`src/rtl/afifo_byte_packer.sv`:
```
// Read-side consumer for the async FIFO: pops 12-bit words in pairs and emits
// each pair as three bytes on a valid/ready stream; flush drains an odd word.
module afifo_byte_packer #(
  parameter int CountWidth = 16
) (
  input  logic                  rclk,
  input  logic                  rrst,
  output logic                  fifo_r,
  input  logic [11:0]           fifo_rd,
  input  logic                  fifo_rempty,
  input  logic                  flush,
  output logic                  flush_done,
  output logic                  out_valid,
  input  logic                  out_ready,
  output logic [7:0]            out_data,
  output logic                  out_last,
  output logic [CountWidth-1:0] byte_count
);

  typedef enum logic [2:0] {S_A, S_B, S_BYTE0, S_BYTE1, S_BYTE2} state_e;

  state_e                state_q, state_d;
  logic [11:0]           a_q, a_d, b_q, b_d;
  logic                  pad_q, pad_d;
  logic                  fp_q, fp_d;
  logic                  fd_q, fd_d;
  logic [CountWidth-1:0] cnt_q, cnt_d;
  logic                  pop, beat, fp_clr;

  // Pop request depends only on state and reset, never on empty or ready.
  assign fifo_r = ((state_q == S_A) || (state_q == S_B)) && !rrst;
  assign pop    = fifo_r && !fifo_rempty;

  assign out_valid  = (state_q == S_BYTE0) || (state_q == S_BYTE1) ||
                      (state_q == S_BYTE2);
  assign beat       = out_valid && out_ready;
  assign out_last   = (state_q == S_BYTE1) && pad_q;
  assign flush_done = fd_q;
  assign byte_count = cnt_q;

  always_comb begin
    out_data = 8'h00;
    case (state_q)
      S_BYTE0: out_data = a_q[7:0];
      S_BYTE1: out_data = {b_q[3:0], a_q[11:8]};
      S_BYTE2: out_data = b_q[11:4];
      default: out_data = 8'h00;
    endcase
  end

  always_comb begin
    state_d = state_q;
    a_d     = a_q;
    b_d     = b_q;
    pad_d   = pad_q;
    fd_d    = 1'b0;
    fp_clr  = 1'b0;
    case (state_q)
      S_A: begin
        if (pop) begin
          a_d     = fifo_rd;
          state_d = S_B;
        end else if (fp_q && fifo_rempty) begin
          fp_clr = 1'b1;
          fd_d   = 1'b1;
        end
      end
      S_B: begin
        if (pop) begin
          b_d     = fifo_rd;
          pad_d   = 1'b0;
          state_d = S_BYTE0;
        end else if (fp_q && fifo_rempty) begin
          b_d     = 12'h000;
          pad_d   = 1'b1;
          fp_clr  = 1'b1;
          state_d = S_BYTE0;
        end
      end
      S_BYTE0: if (beat) state_d = S_BYTE1;
      S_BYTE1: begin
        if (beat) begin
          state_d = pad_q ? S_A : S_BYTE2;
          fd_d    = pad_q;
        end
      end
      S_BYTE2: if (beat) state_d = S_A;
      default: state_d = S_A;
    endcase
  end

  // A new flush request wins over a clear on the same edge.
  assign fp_d  = flush | (fp_q & ~fp_clr);
  assign cnt_d = beat ? cnt_q + CountWidth'(1) : cnt_q;

  always_ff @(posedge rclk or posedge rrst) begin
    if (rrst) begin
      state_q <= S_A;
      a_q     <= 12'h000;
      b_q     <= 12'h000;
      pad_q   <= 1'b0;
      fp_q    <= 1'b0;
      fd_q    <= 1'b0;
      cnt_q   <= '0;
    end else begin
      state_q <= state_d;
      a_q     <= a_d;
      b_q     <= b_d;
      pad_q   <= pad_d;
      fp_q    <= fp_d;
      fd_q    <= fd_d;
      cnt_q   <= cnt_d;
    end
  end

endmodule
```
`config.mk`:
```
export PLATFORM = sky130hd
export DESIGN_NAME = afifo_byte_packer
export DESIGN_NICKNAME = d
export VERILOG_FILES = /design/src/rtl/afifo_byte_packer.sv
export SDC_FILE = /design/constraint.sdc
export NUM_CORES = 1
export LEC_CHECK = 0
export ABC_AREA = 1
export BUFFER_PORTS_ARGS = -buffer_cell sky130_fd_sc_hd__buf_2
export CORE_UTILIZATION = 30
export CTS_CLUSTER_SIZE = 20
export DETAILED_ROUTE_END_ITERATION = 10
export SLEW_MARGIN = 15
export SYNTH_ARGS = -nofsm -noshare
export SYNTH_HDL_FRONTEND = slang
export SYNTH_SLANG_ARGS = --single-unit
```
`constraint.sdc`:
```
create_clock -name rclk -period 1.7 [get_ports rclk]
set_input_delay 0.085 -clock rclk [delete_from_list [all_inputs] [get_ports rclk]]
set_output_delay 0.085 -clock rclk [all_outputs]
set_load 0.005 [all_outputs]
```
==> flow_metrics.env <==
export IMPL_status="finished clean"
export IMPL_synth_area_per_cell_um2=7.78
export IMPL_ys_seq_area_share_pct=49.2
export IMPL_cts_buffers_inserted=5
export IMPL_final_common_cell="nand2_1"
export IMPL_ir_worst_vdd_uv=550
export IMPL_rrSetupSlack_ps=220
export IMPL_worstMarginPinSlew_ps=600
export IMPL_arrival_ps=1510
export IMPL_n_antenna_cell=0
export IMPL_ant_nets=0
export IMPL_setup_viol=0
export IMPL_final_seq_area_um2=1150
export IMPL_hold_violations=0
export IMPL_gr_total_overflow=0
export IMPL_synth_cell_type_count=28
export IMPL_power_leakage_nw=1.43
export IMPL_clk_latency_ps=290
export IMPL_grt_first_pass_wirelength_mm=9.00
export IMPL_syn_to_final_growth_pct=18.8
export IMPL_layout_common_cells="nand2_1 (136), dfrtp_1 (45), buf_2 (44)"
export IMPL_cts_tree="built"
export IMPL_track_usage_pct=13.7
export IMPL_avgRoutedWirePerCell_um=11.8
export IMPL_synth_fp_nets=319
export IMPL_cp_end_kind="primary output"
export IMPL_path_cells="inv_1, nand2_2, nor2_4, inv_1, o211ai_1, buf_2"
export IMPL_drive_above_1_share_pct=21.5
export IMPL_start_util_pct=31.6
export IMPL_multi_input_area_um2=1040
export IMPL_slew_viol_final=0
export IMPL_dp_hpwl_mm=3.97
export IMPL_wirelength_mm=5.32
export IMPL_synth_area_leaders="dfrtp_1 (49%), nand2_1 (22%), o21ai_0 (4.1%), inv_1 (3.8%), nor2_1 (2.7%)"
export IMPL_antenna_found_initial=0
export IMPL_drt_pass1_iterations=4
export IMPL_tns_ps=0
export IMPL_grt_pass1_vias=1943
export IMPL_clockBufferDepth=2
export IMPL_fillCellCount=798
export IMPL_total_power_mw=3.85
export IMPL_grt_util_met2_pct=22.6
export IMPL_chipWidth_um=90.3
export IMPL_max_cap_violations=0
export IMPL_fin_nets=370
export IMPL_drc=0
export IMPL_grt_busiest_layer="met2"
export IMPL_post_place_ws_ps=221
export IMPL_met3_usage_pct=3.28
export IMPL_cts_htree_levels=2
export IMPL_use_met1_pct=18.2
export IMPL_ios=45
export IMPL_cts_root_buffer="clkbuf_8"
export IMPL_ys_ff_latch=46
export IMPL_crit_type="register to primary output"
export IMPL_syn_area_um2=2340
export IMPL_clock_fmax_mhz=626
export IMPL_min_period_ps=1600
export IMPL_drt_vias_per_instance=4.42
export IMPL_cp_max_fo=4
export IMPL_clock_sinks=46
export IMPL_via_count=1998
export IMPL_io_buffers=44
export IMPL_final_util_pct=37.5
export IMPL_worstPathRequired_ps=1620
export IMPL_cp_top_family="flip-flops"
export IMPL_timing_critical_path_mode_cell="inv_1"
export IMPL_fin_ws_ps=103
export IMPL_cpMaxStageDelayCell="dfrtp_1"
export IMPL_die_area_um2=8160
export IMPL_core_area_um2=7410
export IMPL_start_kind="register"
export IMPL_grt_max_degree=47
export IMPL_drt_iter0_drc=72
export IMPL_synth_top_cell_area_share_pct=49.2
export IMPL_pwr_density_cell_nw_per_um2=1380
export IMPL_syn_instance_count=301
export IMPL_clk_pin_slew_ps=80
export IMPL_yosysTopAreaCell="dfrtp_1"
export IMPL_critPathBufInv=3
export IMPL_die_h_um=90.3
export IMPL_rows=31
export IMPL_worst_clock_skew_ps=3.77
export IMPL_gp_congestion=0.861
export IMPL_cp_slowest_stage_delay_ps=420
export IMPL_hp_class="input port to async pin"
export IMPL_fin_crit_sh_pct=93.9
export IMPL_rsz0062_at_grt="no"
export IMPL_relSlewSlack_pct=60.0
export IMPL_ys_warn_count=0
export IMPL_timing_hold_ws_ps=0.00955
-- worst reg2reg max path: stages, from the launching register on --
cell and delay (ps):
dfrtp_2 450, nor2_1 100, nand2_1 130, a21oi_2 240, buf_4 210, nand2_4 70, o21bai_1 120, nand2_1 60
-- registers in the layout (all words and copies together) (netlist names) --
name        cells
byte_count     16
a_q            12
b_q            12
state_q         3
flush_done      1
fp_q            1
pad_q           1
-- timing repair --
| action | 4_1_cts | 5_1_grt |
|---|---|---|
| endpoints found under the hold margin | 2 | 0 |
| pin swaps | 1 | 0 |
| gates resized for setup | 1 | 1 |
| hold buffers | 2 | 0 |
| buffers inserted | 1 | 0 |
| setup endpoints to repair | 6 | 2 |
-- power by group --
| group | switching [mW] | internal, mW |
|---|---|---|
| clock | 0.354 | 0.329 |
| combinational | 0.902 | 0.547 |
| sequential | 0.248 | 1.47 |
| total | 1.50 | 2.34 |
-- worst paths after layout --
kind,start,to,depth (start not counted)
worst min-delay path,rrst,fp_q,3
min in group rclk,fifo_rd[3],b_q[3],3
worst max-delay path,state_q[2],out_data[0],6
max in group asynchronous,rrst,a_q[9],3
worst min register to register,b_q[9],b_q[9],2
worst max register to register,state_q[1],byte_count[12],7
-- synth_stat cells --
| cell | number |
|---|---|
| buf_4 | 1 |
| a21oi_2 | 2 |
| nor2_4 | 3 |
| ha_1 | 1 |
| nor3_1 | 3 |
| xor2_1 | 5 |
| nand2_1 | 136 |
| o211ai_1 | 3 |
| o21bai_1 | 2 |
| xnor2_1 | 2 |
| o21ai_1 | 1 |
| dfrtp_1 | 46 |
| nand2_4 | 2 |
| nand3_1 | 10 |
| nor2_2 | 4 |
| buf_6 | 3 |
| inv_1 | 24 |
| nand3b_1 | 4 |
| o31ai_1 | 1 |
| nand3_2 | 1 |
| inv_2 | 2 |
| and2_1 | 1 |
| o21ai_0 | 19 |
| nand2_2 | 4 |
| o221ai_1 | 1 |
| buf_2 | 2 |
| clkinv_1 | 1 |
| nor2_1 | 17 |
-- stage by stage --
step | cells | area [µm²]
finish | 452 | 2780
global route | 452 | 2780
CTS | 452 | 2780
detailed placement | 441 | 2660
global placement | 441 | 2660
floorplan | 301 | 2340
-- cells by family (layout without fill, tap and decap cells) --
kind of cell,after synthesis,after routing,synth area share [%]
compound gates,29,29,7.32
simple gates,185,185,33.8
flops,46,46,49.2
buf+inv,33,85,6.52
xor+xnor,7,7,2.62
fa+ha+maj,1,1,0.534
-- final cells by class --
cell class	instances	share of cell area, %
Clock inverter	1	0.180
Timing Repair Buffer	50	9.72
Inverter	27	3.82
Multi-Input combinational cell	222	37.3
Sequential cell	46	41.4
Tap cell	99	4.45
Clock buffer	7	3.10
-- per-layer routing --
| layer | routed length (µm) | up-vias |
|---|---|---|
| met4 | 40 | 0 |
| met2 | 2490 | 55 |
| met5 | 0 | - |
| met1 | 2560 | 906 |
| met3 | 231 | 5 |
| li1 | - | 1032 |
No activity file was read; power rests on OpenSTA's default activity.
